## src/rtl/rx_ptp_parse.sv

```systemverilog
// XGMII receive-side PTP classifier with a 1-cycle leading tap and a 4-cycle data tap.
// Optional: define PTP_RX_VLAN_PARSE_EN to look through a single 802.1Q tag.
module rx_ptp_parse (
  input  logic        rx_clk,
  input  logic        rx_rst_n,
  input  logic        rx_clk_en_i,
  input  logic [63:0] rxd_i,
  input  logic [7:0]  rxc_i,
  output logic [63:0] rxd_p3_o,
  output logic [7:0]  rxc_p3_o,
  output logic [63:0] rxd_o,
  output logic [7:0]  rxc_o,
  output logic        get_sfd_pulse_o,
  output logic        is_ptp_message_o,
  output logic [3:0]  ptp_messageType_o,
  output logic        frame_err_o
);

  localparam logic [63:0] IdleData  = 64'h0707070707070707;
  localparam logic [7:0]  IdleCtrl  = 8'hFF;
  localparam logic [63:0] StartData = 64'hD5555555555555FB;
  localparam logic [15:0] PtpEtype  = 16'h88F7;
  localparam int          TapDepth  = 4;

`ifdef PTP_RX_VLAN_PARSE_EN
  localparam logic [15:0] VlanEtype = 16'h8100;
  typedef enum logic [2:0] {StIdle, StW1, StW2, StVlan, StBody} state_e;
`else
  typedef enum logic [2:0] {StIdle, StW1, StW2, StBody} state_e;
`endif

  // Delay line: tap 0 is the leading (p3) output, the last tap feeds rxd_o.
  logic [63:0] rxd_tap_q [TapDepth];
  logic [7:0]  rxc_tap_q [TapDepth];

  always_ff @(posedge rx_clk or negedge rx_rst_n) begin
    if (!rx_rst_n) begin
      for (int i = 0; i < TapDepth; i++) begin
        rxd_tap_q[i] <= IdleData;
        rxc_tap_q[i] <= IdleCtrl;
      end
    end else if (rx_clk_en_i) begin
      rxd_tap_q[0] <= rxd_i;
      rxc_tap_q[0] <= rxc_i;
      for (int i = 1; i < TapDepth; i++) begin
        rxd_tap_q[i] <= rxd_tap_q[i-1];
        rxc_tap_q[i] <= rxc_tap_q[i-1];
      end
    end
  end

  assign rxd_p3_o = rxd_tap_q[0];
  assign rxc_p3_o = rxc_tap_q[0];
  assign rxd_o    = rxd_tap_q[TapDepth-1];
  assign rxc_o    = rxc_tap_q[TapDepth-1];

  // Word decode on the live input
  logic        start_word;
  logic        has_ctrl;
  logic        has_term;
  logic        has_err;
  logic [15:0] w2_etype;
  logic [3:0]  w2_msg_type;

  always_comb begin
    has_term = 1'b0;
    has_err  = 1'b0;
    for (int l = 0; l < 8; l++) begin
      if (rxc_i[l] && (rxd_i[8*l +: 8] == 8'hFD)) has_term = 1'b1;
      if (rxc_i[l] && (rxd_i[8*l +: 8] == 8'hFE)) has_err  = 1'b1;
    end
  end

  assign start_word  = (rxc_i == 8'h01) && (rxd_i == StartData);
  assign has_ctrl    = |rxc_i;
  assign w2_etype    = {rxd_i[39:32], rxd_i[47:40]};
  assign w2_msg_type = rxd_i[51:48];

`ifdef PTP_RX_VLAN_PARSE_EN
  logic [15:0] w3_etype;
  logic [3:0]  w3_msg_type;
  assign w3_etype    = {rxd_i[7:0], rxd_i[15:8]};
  assign w3_msg_type = rxd_i[19:16];
`endif

  state_e     state_q, state_d;
  logic       pulse_q, pulse_d;
  logic       is_ptp_q, is_ptp_d;
  logic [3:0] msg_type_q, msg_type_d;
  logic       err_q, err_d;

  always_ff @(posedge rx_clk or negedge rx_rst_n) begin
    if (!rx_rst_n) begin
      state_q    <= StIdle;
      pulse_q    <= 1'b0;
      is_ptp_q   <= 1'b0;
      msg_type_q <= 4'h0;
      err_q      <= 1'b0;
    end else if (rx_clk_en_i) begin
      state_q    <= state_d;
      pulse_q    <= pulse_d;
      is_ptp_q   <= is_ptp_d;
      msg_type_q <= msg_type_d;
      err_q      <= err_d;
    end
  end

  always_comb begin
    state_d    = state_q;
    pulse_d    = 1'b0;
    is_ptp_d   = is_ptp_q;
    msg_type_d = msg_type_q;
    err_d      = err_q;
    if (start_word) begin
      // A start word always (re)opens a frame, even mid-frame.
      state_d    = StW1;
      pulse_d    = 1'b1;
      is_ptp_d   = 1'b0;
      msg_type_d = 4'h0;
      err_d      = 1'b0;
    end else begin
      if ((state_q != StIdle) && has_err) err_d = 1'b1;
      case (state_q)
        StIdle: state_d = StIdle;
        StW1:   state_d = has_ctrl ? StIdle : StW2;
        StW2: begin
          if (has_ctrl) begin
            state_d = StIdle;
          end else if (w2_etype == PtpEtype) begin
            state_d    = StBody;
            is_ptp_d   = 1'b1;
            msg_type_d = w2_msg_type;
`ifdef PTP_RX_VLAN_PARSE_EN
          end else if (w2_etype == VlanEtype) begin
            state_d = StVlan;
`endif
          end else begin
            state_d = StBody;
          end
        end
`ifdef PTP_RX_VLAN_PARSE_EN
        StVlan: begin
          if (has_ctrl) begin
            state_d = StIdle;
          end else begin
            state_d = StBody;
            if (w3_etype == PtpEtype) begin
              is_ptp_d   = 1'b1;
              msg_type_d = w3_msg_type;
            end
          end
        end
`endif
        StBody:  state_d = has_term ? StIdle : StBody;
        default: state_d = StIdle;
      endcase
    end
  end

  assign get_sfd_pulse_o   = pulse_q;
  assign is_ptp_message_o  = is_ptp_q;
  assign ptp_messageType_o = msg_type_q;
  assign frame_err_o       = err_q;

endmodule

```

## config.mk

```make
export PLATFORM = sky130hd
export DESIGN_NAME = rx_ptp_parse
export DESIGN_NICKNAME = d
export VERILOG_FILES = /design/src/rtl/rx_ptp_parse.sv
export SDC_FILE = /design/constraint.sdc
export NUM_CORES = 1
export LEC_CHECK = 0
export ABC_AREA = 1
export CORE_MARGIN = 2
export CORE_UTILIZATION = 52
export DETAILED_ROUTE_END_ITERATION = 6
export GPL_TIMING_DRIVEN = 0
export PLACE_DENSITY = 0.79
export SLEW_MARGIN = 10
export SYNTH_ARGS = -nofsm -noshare
export SYNTH_HDL_FRONTEND = slang
export SYNTH_SLANG_ARGS = --single-unit
export TNS_END_PERCENT = 5
```

## constraint.sdc

```tcl
create_clock -name rx_clk -period 3.6 [get_ports rx_clk]
set_input_delay 0.54 -clock rx_clk [delete_from_list [all_inputs] [get_ports rx_clk]]
set_output_delay 0.54 -clock rx_clk [all_outputs]
set_load 0.005 [all_outputs]
```

Yosys cells after proc, flatten, opt, wreduce, memory -nomap -nowiden
Cells that the tools add are included.
{"block": "totals", "reg_bits": 298, "output_inout_bits": 151}
{"block": "op_classes", "eq_ne": 23, "muxes": 32, "n_reduce_logical": 25}
{"cell": "equality test 8 bit, second input constant", "count": 16}
{"cell": "equality test 64 bit, second input constant", "count": 1}
{"cell": "2-to-1 mux 1 bit", "count": 23}
{"cell": "logical AND 1 bit", "count": 18}
{"cell": "equality test 16 bit, second input constant", "count": 1}
{"cell": "2-to-1 mux 4 bit", "count": 4}
{"cell": "equality test 8 x 1 -> 1 bit, second input constant", "count": 1}
{"cell": "2-to-1 mux 2 bit", "count": 4}
{"cell": "OR reduction 8 bit", "count": 1}
{"cell": "equality test 3 x 2 -> 1 bit, second input constant", "count": 2}
{"cell": "one-hot mux 2 bit (3 select lines)", "count": 1}
{"cell": "nonzero test 2 bit", "count": 3}
{"cell": "AND reduction 4 bit", "count": 1}
{"cell": "equality test 3 x 1 -> 1 bit, second input constant", "count": 1}
{"cell": "nonzero test 3 bit", "count": 1}
{"cell": "!= test 2 bit, second input constant", "count": 1}
{"cell": "AND reduction 2 bit", "count": 1}

Logic depth before layout (Yosys ltp)
{"block": "depth", "depth_word": 13, "depth_mapped": 12, "mapped_depth_nobuf": 12}

Worst setup path before layout
No wires, ideal clock.
{"block": "synth_timing", "path_type": "input -> register", "start": "input rx_clk_en_i", "end": "register rxd_tap_q (netlist bit rxd_p3_o[47])", "setup_ns": 0.133, "t_arrival_ns": 1.260, "required_time_ns": 3.467, "slack_ns": 2.207, "cell_stages": 6, "cell_sequence": "buf_2 > buf_4 > buf_4 > buf_2 > nand2_1 > o21ai_0"}
{"element": "from (decl)", "line_no": "6", "source": "input logic rx_clk_en_i,"}
{"element": "to (signal, indexed assignment)", "line_no": "39", "source": "rxd_tap_q[i] <= IdleData;"}
{"element": "to (signal, indexed assignment)", "line_no": "46", "source": "rxd_tap_q[i] <= rxd_tap_q[i-1];"}
{"element": "to (decl)", "line_no": "33", "source": "logic [63:0] rxd_tap_q [TapDepth];"}

Final worst setup path
{"block": "layout_timing", "start": "register rxc_tap_q (netlist bit rxc_p3_o[5])", "end": "output rxc_p3_o[5]"}
{"element": "from (decl)", "line_no": "34", "source": "logic [7:0] rxc_tap_q [TapDepth];"}
{"element": "from (signal, indexed assignment)", "line_no": "40", "source": "rxc_tap_q[i] <= IdleCtrl;"}
{"element": "from (signal, indexed assignment)", "line_no": "47", "source": "rxc_tap_q[i] <= rxc_tap_q[i-1];"}
{"element": "to (decl)", "line_no": "10", "source": "output logic [7:0] rxc_p3_o,"}
No word-level cell between the ends.

==> flow_metrics.tcl <==
set metrics [dict create \
    dr_total_vias 10600 \
    path_class "flop to primary output" \
    critPathLaunchType "flop" \
    num_rows 58 \
    tritoncts "yes" \
    required_ns 3.06 \
    dp.cells 2100 \
    wl_microns 34300 \
    place_hpwl_microns 24600 \
    synth-seq-cells 297 \
    fp.dieW_microns 163 \
    io_buffers 224 \
    maxCapViolCount 0 \
    slew_violations 0 \
    hold_path.startpoint "rxd_tap_q[153]$_DFFE_PN1P_" \
    syn-cell-area_sq_um 13200 \
    rsz0062_at_grt "no" \
    grt_pass1_wl_microns 54100 \
    drt_first_pass_iters 7 \
    cts_resized 0 \
    die_height_microns 163 \
    hold_violations 0 \
    cp.arrival_ns 1.72 \
    final_util 0.676 \
    dieArea_sq_um 26700 \
    grt_pass1_vias 10600 \
    power.leakage_nw 8.42 \
    nets 1877 \
    synth_fp_nets 1619 \
    synthSimpleGateAreaFrac 0.236 \
    drc_errors 0 \
    grt_max_degree 121 \
    crit_start "rxc_p3_o[5]$_DFFE_PN1P_" \
    setup_viol 0 \
    yosysSeqAreaShare 0.575 \
    status "finished clean" \
    hold_path.class "flop to flop" \
    antenna_found_initial 1 \
    core_area_sq_um 25000 \
    final_cells 2154 \
    drt_iter0_markers 627 \
    synth_compound_area_frac 0.0516 \
    root_buffer "clkbuf_16" \
    finClkSkew_ns 0.00696 \
    gp_congestion 0.905 \
    drive_above_1_share 0.218 \
    clkSlewWorstSetupHoldPaths_ns 0.06 \
    initial_core_util 0.527 \
    final_antenna_net_count 0 \
    synth_top_family_by_area "simple AND/OR/NAND/NOR gates" \
    postCtsSetupBuffers 0 \
    cts.sinks 297 \
    synth.avg_cell_area_sq_um 8.55 \
    cts-buffers-inserted 29 \
    area_growth_pct 28.3 \
    max_freq_ghz 0.443 \
    track_usage 0.260 \
    clockBufferDepth 3 \
    finalSetupTns_ns 0 \
    cts_hold_buffers 1 \
    wl_per_cell_microns 15.9 \
    power-per-cell-area_nw_per_um2 513 \
    worst_slew_margin_rel 0.589 \
    synth_fa_ha_area_frac 0 \
    via_per_inst 4.92 \
    ys_warn_count 0 \
    synthDistinctLibCells 21 \
    r2r_start "state_q[0]$_DFFE_PN0P_" \
    synth.area.mux_share 0 \
    cp-end-kind "primary output" \
    overflow 0 \
    ir_worst_vdd_mv 0.272 \
    crit_fanout 3 \
    clk-insertion-delay-late_ns 0.54 \
    htreeDepth 1 \
    synthCells 1544 \
    n_antenna_cell 0 \
    worst_slew_pin_slew_ns 0.616 \
    period_minus_slack_ns 2.26 \
    ios 226 \
    fin_crit_sh 0.628 \
    synth-xor-area-share 0 \
]
## area by class of cell
cell class,count,area [sq um]
plain buffers,208,1390
fillers,1997,8100
clock inverters,9,148
clock buffers,44,862
repair buffers,227,2310
well taps,330,413
inverters,111,417
flip-flops and latches,297,7590
multi-input cells,928,3800
## flip-flops by register name (all words and copies together) (netlist names)
| name | cells |
|---|---|
| frame_err_o | 1 |
| get_sfd_pulse_o | 1 |
| is_ptp_message_o | 1 |
| ptp_messageType_o | 4 |
| rxc_o | 8 |
| rxc_p3_o | 8 |
| rxc_tap_q | 16 |
| rxd_o | 64 |
| rxd_p3_o | 64 |
| rxd_tap_q | 128 |
| state_q | 2 |
## logic make-up after synthesis
| logic type | after synthesis |
|---|---|
| AO/OA/AOI/OAI | 136 |
| buffers and inverters | 319 |
| flip-flops | 297 |
| AND/OR/NAND/NOR | 792 |
## path summary, 6_finish.rpt
path / endpoint / slack (ns) / depth (start not counted)
worst max register to register: ptp_messageType_o[2]$_DFFE_PN0P_ / 2.16 / 6
worst min register to register: rxd_tap_q[89]$_DFFE_PN1P_ / 0.46 / 2
worst min-delay path: rxd_tap_q[89]$_DFFE_PN1P_ / 0.46 / 2
min in group asynchronous: rxd_o[59]$_DFFE_PN0P_ / 0.54 / 2
worst max-delay path: rxc_p3_o[5] / 1.34 / 2
max in group asynchronous: rxd_o[30]$_DFFE_PN0P_ / 1.65 / 4
## synthesized netlist by cell type (all sizes together)
cell	instances	area share
dfrtp	169	0.32
o21ai	136	0.052
inv	110	0.031
clkinv	1	0.00028
nand3	26	0.011
nor2	69	0.023
nand4	3	0.0014
buf	195	0.10
dfstp	128	0.25
nand3b	1	0.00057
nor3	9	0.0050
nand2	684	0.20
clkbuf	13	0.0037
## through the flow
step	cell area (sq um)	power [W]	setup slack, ns	hold WS [ns]
final	16900	0.00868	1.34	0.461
after global routing	16900	0.00905	1.30	0.469
after CTS	16900	0.00874	1.32	0.460
after detailed placement	15900	0.00554	1.41	0.453
after global placement	15900	0.00549	-10.08	0.451
after floorplan	13200	0.00476	2.21	0.244
## report_power, final
| group | switching (W) | internal (W) | total, W | leakage [nW] |
|---|---|---|---|---|
| combinational | 0.000638 | 0.000788 | 0.00143 | 4.47 |
| sequential | 0.000230 | 0.00384 | 0.00407 | 3.45 |
| clock | 0.00125 | 0.00193 | 0.00318 | 0.495 |
| total | 0.00212 | 0.00656 | 0.00868 | 8.42 |
## routing by layer
metal  vias up  global-route usage  wire length, microns
li1       5075                   -                     -
met1      5102               0.337                 14300
met2       357               0.448                 17000
met3        64              0.0429                  2130
met4         0              0.0809                   919
met5         -                   0                     0
## worst max-delay path, stage by stage, from the launching register on
cell	delay (ns)
dfstp_2	0.56
buf_4	0.13
clkdlybuf4s50_1	0.49
## layout by cell type, fill, tap and decap left out, types with 2 or more instances in the layout
| cell | count |
|---|---|
| nand4_1 | 3 |
| nor3_2 | 2 |
| buf_4 | 147 |
| nand3_1 | 23 |
| inv_1 | 107 |
| dfrtp_1 | 169 |
| nand2_1 | 681 |
| o21ai_0 | 136 |
| dfstp_2 | 128 |
| buf_2 | 48 |
| nor2_2 | 12 |
| nor3_1 | 6 |
| nor2_1 | 55 |
| nand2_2 | 3 |
| clkbuf_1 | 20 |
| buf_16 | 2 |
| clkinv_2 | 4 |
| clkdlybuf4s50_1 | 223 |
| inv_2 | 3 |
| clkbuf_16 | 29 |
| nor2_4 | 2 |
| bufinv_16 | 4 |
| clkbuf_8 | 8 |
| nand3_2 | 3 |
Power figures use the tool's default switching activity.
